**src/rtl/hazard_forward_unit_if.sv**
```systemverilog
// Hazard unit bus: pipeline register fields in, forward selects / stall / scoreboard count out.
// Master is the pipeline side; slave is the hazard unit.
interface hazard_forward_unit_if #(
  parameter int REG_AW = 5,
  parameter int NUM_RS = 2
);
  logic                     id_valid;
  logic [NUM_RS*REG_AW-1:0] id_rs;
  logic [REG_AW-1:0]        id_rd;
  logic                     id_regwrite;
  logic [NUM_RS*REG_AW-1:0] ex_rs;
  logic [REG_AW-1:0]        idex_rd;
  logic                     idex_regwrite;
  logic                     idex_memread;
  logic                     idex_long;
  logic [REG_AW-1:0]        exmem_rd;
  logic                     exmem_regwrite;
  logic [REG_AW-1:0]        memwb_rd;
  logic                     memwb_regwrite;
  logic                     long_wb_valid;
  logic [REG_AW-1:0]        long_wb_rd;
  logic [NUM_RS*2-1:0]      fwd_sel;
  logic                     stall;
  logic                     bubble;
  logic [REG_AW:0]          sb_count;

  modport master (
    output id_valid, id_rs, id_rd, id_regwrite, ex_rs,
           idex_rd, idex_regwrite, idex_memread, idex_long,
           exmem_rd, exmem_regwrite, memwb_rd, memwb_regwrite,
           long_wb_valid, long_wb_rd,
    input  fwd_sel, stall, bubble, sb_count
  );

  modport slave (
    input  id_valid, id_rs, id_rd, id_regwrite, ex_rs,
           idex_rd, idex_regwrite, idex_memread, idex_long,
           exmem_rd, exmem_regwrite, memwb_rd, memwb_regwrite,
           long_wb_valid, long_wb_rd,
    output fwd_sel, stall, bubble, sb_count
  );
endinterface

```
**src/rtl/hazard_forward_unit.sv**
```systemverilog
// EX forwarding selects, load-use stall FSM and long-latency register scoreboard.
// Forwarding/stall are combinational; scoreboard lookups see state from the previous edge.
module hazard_forward_unit #(
  parameter int REG_AW     = 5,
  parameter int NUM_RS     = 2,
  parameter int LOAD_STALL = 1
) (
  input  logic                 clk,
  input  logic                 rst_n,
  hazard_forward_unit_if.slave hz
);

  localparam int NumRegs = 1 << REG_AW;

  typedef enum logic {IDLE, LU_WAIT} luState_t;

  luState_t             luState, luStateNext;
  logic [3:0]           luCnt, luCntNext;
  logic [NumRegs-1:0]   pending, pendingNext;
  logic [REG_AW:0]      sbCount, sbCountNext;
  logic [NUM_RS*2-1:0]  fwdSel;
  logic                 luHit, sbHit, stallInt;

  // Forwarding: the younger EX/MEM result wins over MEM/WB; x0 is never forwarded.
  always_comb begin
    fwdSel = '0;
    for (int k = 0; k < NUM_RS; k++) begin
      if (hz.exmem_regwrite && (hz.exmem_rd != '0) &&
          (hz.exmem_rd == hz.ex_rs[k*REG_AW +: REG_AW]))
        fwdSel[k*2 +: 2] = 2'b10;
      else if (hz.memwb_regwrite && (hz.memwb_rd != '0) &&
               (hz.memwb_rd == hz.ex_rs[k*REG_AW +: REG_AW]))
        fwdSel[k*2 +: 2] = 2'b01;
    end
  end

  always_comb begin
    luHit = 1'b0;
    for (int k = 0; k < NUM_RS; k++) begin
      if (hz.id_rs[k*REG_AW +: REG_AW] == hz.idex_rd)
        luHit = 1'b1;
    end
    luHit = luHit & hz.id_valid & hz.idex_memread & hz.idex_regwrite & (hz.idex_rd != '0);
  end

  // luCnt holds the LU_WAIT cycles still to come, including the current one.
  always_comb begin
    luStateNext = luState;
    luCntNext   = luCnt;
    case (luState)
      IDLE: begin
        if (luHit && (LOAD_STALL > 1)) begin
          luStateNext = LU_WAIT;
          luCntNext   = 4'(LOAD_STALL - 1);
        end
      end
      LU_WAIT: begin
        luCntNext = luCnt - 4'd1;
        if (luCntNext == 4'd0)
          luStateNext = IDLE;
      end
      default: begin
        luStateNext = IDLE;
        luCntNext   = '0;
      end
    endcase
  end

  // Set after clear so a simultaneous re-issue keeps the register pending.
  always_comb begin
    pendingNext = pending;
    if (hz.long_wb_valid && (hz.long_wb_rd != '0))
      pendingNext[hz.long_wb_rd] = 1'b0;
    if (hz.idex_long && hz.idex_regwrite && (hz.idex_rd != '0))
      pendingNext[hz.idex_rd] = 1'b1;
    pendingNext[0] = 1'b0;
    sbCountNext = '0;
    for (int i = 0; i < NumRegs; i++)
      sbCountNext = sbCountNext + {{REG_AW{1'b0}}, pendingNext[i]};
  end

  always_comb begin
    sbHit = 1'b0;
    for (int k = 0; k < NUM_RS; k++) begin
      if (pending[hz.id_rs[k*REG_AW +: REG_AW]])
        sbHit = 1'b1;
    end
    if (hz.id_regwrite && pending[hz.id_rd])
      sbHit = 1'b1;
    sbHit = sbHit & hz.id_valid;
  end

  always_ff @(posedge clk or negedge rst_n) begin
    if (!rst_n) begin
      luState <= IDLE;
      luCnt   <= '0;
      pending <= '0;
      sbCount <= '0;
    end else begin
      luState <= luStateNext;
      luCnt   <= luCntNext;
      pending <= pendingNext;
      sbCount <= sbCountNext;
    end
  end

  assign stallInt    = rst_n & (luHit | ((luState == LU_WAIT) & hz.id_valid) | sbHit);
  assign hz.stall    = stallInt;
  assign hz.bubble   = stallInt;
  assign hz.fwd_sel  = fwdSel;
  assign hz.sb_count = sbCount;

endmodule
```
**src/flat_wrapper.sv**
```systemverilog
// flat-port wrapper written by rule: the top's interface ports become plain ports
module hazard_forward_unit_flat 
#(
  parameter int REG_AW     = 5,
  parameter int NUM_RS     = 2,
  parameter int LOAD_STALL = 1
)
  (clk, rst_n, hz_id_valid, hz_id_rs, hz_id_rd, hz_id_regwrite, hz_ex_rs, hz_idex_rd, hz_idex_regwrite, hz_idex_memread, hz_idex_long, hz_exmem_rd, hz_exmem_regwrite, hz_memwb_rd, hz_memwb_regwrite, hz_long_wb_valid, hz_long_wb_rd, hz_fwd_sel, hz_stall, hz_bubble, hz_sb_count);
  hazard_forward_unit_if #(.REG_AW(REG_AW), .NUM_RS(NUM_RS)) hz_i ();
  input  logic clk;
  input  logic rst_n;
  input wire logic [$bits(hz_i.id_valid)-1:0] hz_id_valid;
  input wire logic [$bits(hz_i.id_rs)-1:0] hz_id_rs;
  input wire logic [$bits(hz_i.id_rd)-1:0] hz_id_rd;
  input wire logic [$bits(hz_i.id_regwrite)-1:0] hz_id_regwrite;
  input wire logic [$bits(hz_i.ex_rs)-1:0] hz_ex_rs;
  input wire logic [$bits(hz_i.idex_rd)-1:0] hz_idex_rd;
  input wire logic [$bits(hz_i.idex_regwrite)-1:0] hz_idex_regwrite;
  input wire logic [$bits(hz_i.idex_memread)-1:0] hz_idex_memread;
  input wire logic [$bits(hz_i.idex_long)-1:0] hz_idex_long;
  input wire logic [$bits(hz_i.exmem_rd)-1:0] hz_exmem_rd;
  input wire logic [$bits(hz_i.exmem_regwrite)-1:0] hz_exmem_regwrite;
  input wire logic [$bits(hz_i.memwb_rd)-1:0] hz_memwb_rd;
  input wire logic [$bits(hz_i.memwb_regwrite)-1:0] hz_memwb_regwrite;
  input wire logic [$bits(hz_i.long_wb_valid)-1:0] hz_long_wb_valid;
  input wire logic [$bits(hz_i.long_wb_rd)-1:0] hz_long_wb_rd;
  output wire logic [$bits(hz_i.fwd_sel)-1:0] hz_fwd_sel;
  output wire logic [$bits(hz_i.stall)-1:0] hz_stall;
  output wire logic [$bits(hz_i.bubble)-1:0] hz_bubble;
  output wire logic [$bits(hz_i.sb_count)-1:0] hz_sb_count;
  assign hz_i.id_valid = hz_id_valid;
  assign hz_i.id_rs = hz_id_rs;
  assign hz_i.id_rd = hz_id_rd;
  assign hz_i.id_regwrite = hz_id_regwrite;
  assign hz_i.ex_rs = hz_ex_rs;
  assign hz_i.idex_rd = hz_idex_rd;
  assign hz_i.idex_regwrite = hz_idex_regwrite;
  assign hz_i.idex_memread = hz_idex_memread;
  assign hz_i.idex_long = hz_idex_long;
  assign hz_i.exmem_rd = hz_exmem_rd;
  assign hz_i.exmem_regwrite = hz_exmem_regwrite;
  assign hz_i.memwb_rd = hz_memwb_rd;
  assign hz_i.memwb_regwrite = hz_memwb_regwrite;
  assign hz_i.long_wb_valid = hz_long_wb_valid;
  assign hz_i.long_wb_rd = hz_long_wb_rd;
  assign hz_fwd_sel = hz_i.fwd_sel;
  assign hz_stall = hz_i.stall;
  assign hz_bubble = hz_i.bubble;
  assign hz_sb_count = hz_i.sb_count;
  hazard_forward_unit #(.REG_AW(REG_AW), .NUM_RS(NUM_RS), .LOAD_STALL(LOAD_STALL)) u_core (.clk(clk), .rst_n(rst_n), .hz(hz_i));
endmodule
```
**config.mk**
```make
export PLATFORM = sky130hd
export DESIGN_NAME = hazard_forward_unit_flat
export DESIGN_NICKNAME = d
export VERILOG_FILES = /design/src/rtl/hazard_forward_unit_if.sv /design/src/rtl/hazard_forward_unit.sv /design/src/flat_wrapper.sv
export SDC_FILE = /design/constraint.sdc
export NUM_CORES = 1
export LEC_CHECK = 0
export ABC_AREA = 1
export BUFFER_PORTS_ARGS = -buffer_cell sky130_fd_sc_hd__buf_4
export CAP_MARGIN = 20
export CORE_MARGIN = 8
export CORE_UTILIZATION = 54
export CTS_BUF_LIST = sky130_fd_sc_hd__clkbuf_4 sky130_fd_sc_hd__clkbuf_8
export DETAILED_ROUTE_END_ITERATION = 7
export PLACE_DENSITY = 0.88
export SETUP_SLACK_MARGIN = 0.05
export SLEW_MARGIN = 10
export SYNTH_ARGS = -nofsm -noshare
export SYNTH_HDL_FRONTEND = slang
export SYNTH_SLANG_ARGS = --single-unit
```
**constraint.sdc**
```tcl
create_clock -name clk -period 12.75 [get_ports clk]
set_input_delay 1.275 -clock clk [delete_from_list [all_inputs] [get_ports clk]]
set_output_delay 1.275 -clock clk [all_outputs]
set_load 0.01 [all_outputs]
```
==> results_dict.tcl <==
set metrics [dict create \
    status "complete, no violations" \
    cp.required_ns 12.94 \
    synth_edf_count 0 \
    place.port_buffers 66 \
    clockBufferDepth 2 \
    finalCritPeriodShare_pct 51.2 \
    cts-root-buf "clkbuf_8" \
    io_pins 67 \
    maxSlewHeadroom_pct 56.1 \
    r2r_slack_ns 7.43 \
    yosysTopAreaCell "dfrtp_1" \
    syn_avg_cell_area_sq_um 7.16 \
    gp_congestion 1.03 \
    power.total_mw 1.48 \
    dieHeight_um 104 \
    grt_usage_pct 24.5 \
    ys_seq_area_share_pct 24.9 \
    final_cell_area_sq_um 4790 \
    route.detailed.drc 0 \
    clk_pin_slew_worst_paths_ns 0.08 \
    cp_max_fo 8 \
    cts_hold_buf 0 \
    core-area_sq_um 7650 \
    synthTopCellsByArea "dfrtp_1 (25%), nand2_1 (11%), fa_1 (11%)" \
    dpl.hpwl_um 11100 \
    post_drt_wl_per_cell_um 17.7 \
    dpl_cell_area_sq_um 4700 \
    cts_sinks 42 \
    rows 32 \
    die_w_um 104 \
    grt_antenna_before_repair 0 \
    final_net_count 735 \
    power_density_nw_per_um2 310 \
    setup-tns-final_ns 0 \
    cts_made_buffers 5 \
    endpoint_kind "register" \
    ctsHtreeMaxLevel 2 \
    dr.pass1.iters 5 \
    rsz0062_at_grt "false" \
    setup_ws_ns 6.23 \
    cts_tree "done" \
    grt_remaining_overflow 0 \
    cts_setup_buffers 0 \
    synthFlopType "dfrtp_1" \
    yosysUniqueCellTypes 37 \
    maxSlewViolCount 0 \
    ys_ff_latch 42 \
    ir_worst_vdd_v 0.000964 \
    fmax_ghz 0.153 \
    worstSetupPathType "in -> reg" \
    vias 4274 \
    drt-total-wl_um 13300 \
    area_growth_pct 13.7 \
    insertion_delay_ns 0.30 \
    synth_nets 678 \
    synthArstFlopShare_pct 100 \
    setup_violations 0 \
    period_needed_ns 6.52 \
    cts_resized 0 \
    synth_top_area_share_pct 24.9 \
    grt_max_degree 44 \
    ys_warn_count 0 \
    viasPerCell 5.71 \
    arrival_ns 6.71 \
    p_leak_nw 2.46 \
    tightest_slew_ns 0.653 \
    start_kind "input pin" \
    antenna_cells 0 \
    hold_slack_ns 0.493 \
    synth_area_sq_um 4220 \
    finalHoldViolCount 0 \
    post-place-ws_ns 5.97 \
    grt_first_pass_wirelength_um 21700 \
    final_antenna_net_count 0 \
    syn_inst 589 \
    initial_utilization_pct 55.1 \
    fin_skew_ns 0.00894 \
    grt_pass1_vias 4398 \
    min_path_type "reg -> reg" \
    drtIter0Drc 364 \
    max_cap_viol_count 0 \
    fp.dieArea_sq_um 10900 \
    drive_gt1_share_pct 17.8 \
]
==> power breakdown <==
| part | internal (mW) | total (mW) | switching, mW |
|---|---|---|---|
| sequential | 0.187 | 0.204 | 0.0172 |
| clock | 0.0385 | 0.0866 | 0.0481 |
| combinational | 0.506 | 1.19 | 0.687 |
| total | 0.732 | 1.48 | 0.753 |
==> critical path, cell delays in order <==
cell	delay, ns
buf_4	0.15
inv_2	0.07
nor2_4	0.22
inv_1	0.12
o31ai_1	0.35
ha_1	0.31
fa_1	0.50
fa_1	0.52
fa_1	0.52
fa_1	0.54
inv_1	0.06
fa_1	0.52
inv_1	0.05
fa_1	0.48
ha_1	0.19
inv_1	0.06
fa_1	0.39
o21a_1	0.22
xor2_1	0.14
==> layer usage <==
metal  up-vias  routed length [um]  track usage [%]
met2       261                6260             40.1
met5         -                   0                0
li1       1974                   -                -
met3        74                1140             3.66
met4         0                 836             16.1
met1      1965                5050             29.3
==> final timing paths <==
kind / start / to / cells after the start
max: hz_idex_rd[0] / u_core.hz.sb_count[4] / 19
min: u_core.luCnt[1] / u_core.luCnt[1] / 2
max reg2reg: u_core.pending[1] / u_core.hz.sb_count[4] / 16
min reg2reg: u_core.luCnt[1] / u_core.luCnt[1] / 2
max in group asynchronous: rst_n / u_core.pending[29] / 1
min in group asynchronous: rst_n / u_core.hz.sb_count[3] / 1
==> flip-flops by register name (all words and copies together) (netlist names) <==
| register | cells |
|---|---|
| u_core.pending | 31 |
| u_core.hz.sb_count | 6 |
| u_core.luCnt | 4 |
| u_core.luState | 1 |
==> cell usage after synthesis, types with 2 or more instances <==
cell      instances
xnor2_1          13
nor3_4            2
nor2_1           28
a21oi_1          23
nor2_4            2
o21ai_1           5
o31ai_1           4
nand2_1         126
a21oi_2           7
ha_1             11
buf_4             7
a31oi_1           2
nor3_1            8
buf_6             6
or2_2             2
inv_2            15
nand3_1          76
nor3_2            3
inv_1           107
fa_1             23
o211ai_1         10
a31oi_2           3
nand4_1           3
dfrtp_1          42
buf_2             3
o21ai_0          31
nor4_1            2
xor2_1           16
==> per-stage QoR <==
step | std cells | util [%]
5_1_grt | 749 | 62.7
4_1_cts | 749 | 62.7
2_1_floorplan | 589 | -
3_5_place_dp | 741 | 61.5
3_3_place_gp | 741 | 61.5
6_report | 749 | 62.7
==> cell usage in the layout, fill, tap and decap left out, types with 2 or more instances in the layout <==
cell / instances
a21oi_1: 23
a21oi_2: 7
a31oi_1: 2
a31oi_2: 3
buf_4: 66
clkbuf_8: 5
dfrtp_1: 42
fa_1: 23
ha_1: 11
inv_1: 107
inv_2: 15
nand2_1: 126
nand3_1: 76
nand4_1: 3
nor2_1: 28
nor2_4: 2
nor3_1: 8
nor3_2: 3
nor3_4: 2
nor4_1: 2
o211ai_1: 10
o21ai_0: 31
o21ai_1: 5
o31ai_1: 4
or2_2: 2
xnor2_1: 13
xor2_1: 16
==> logic make-up after synthesis <==
group	after synthesis	synth area share (%)
flip-flops	42	24.9
adder cells (fa/ha/maj)	34	14.2
buffers and inverters	139	14.2
AO/OA/AOI/OAI	89	13.1
AND/OR/NAND/NOR	256	27.5
XOR/XNOR	29	6.02
==> layout make-up <==
cell class,instances,area (sq um)
fillers,713,2850
multi-input cells,408,2570
flip-flops and latches,42,1050
repair buffers,66,495
inverters,123,464
well taps,102,128
clock buffers,5,68.8
clock inverters,3,21.3
No activity file was read; power rests on OpenSTA's default activity.
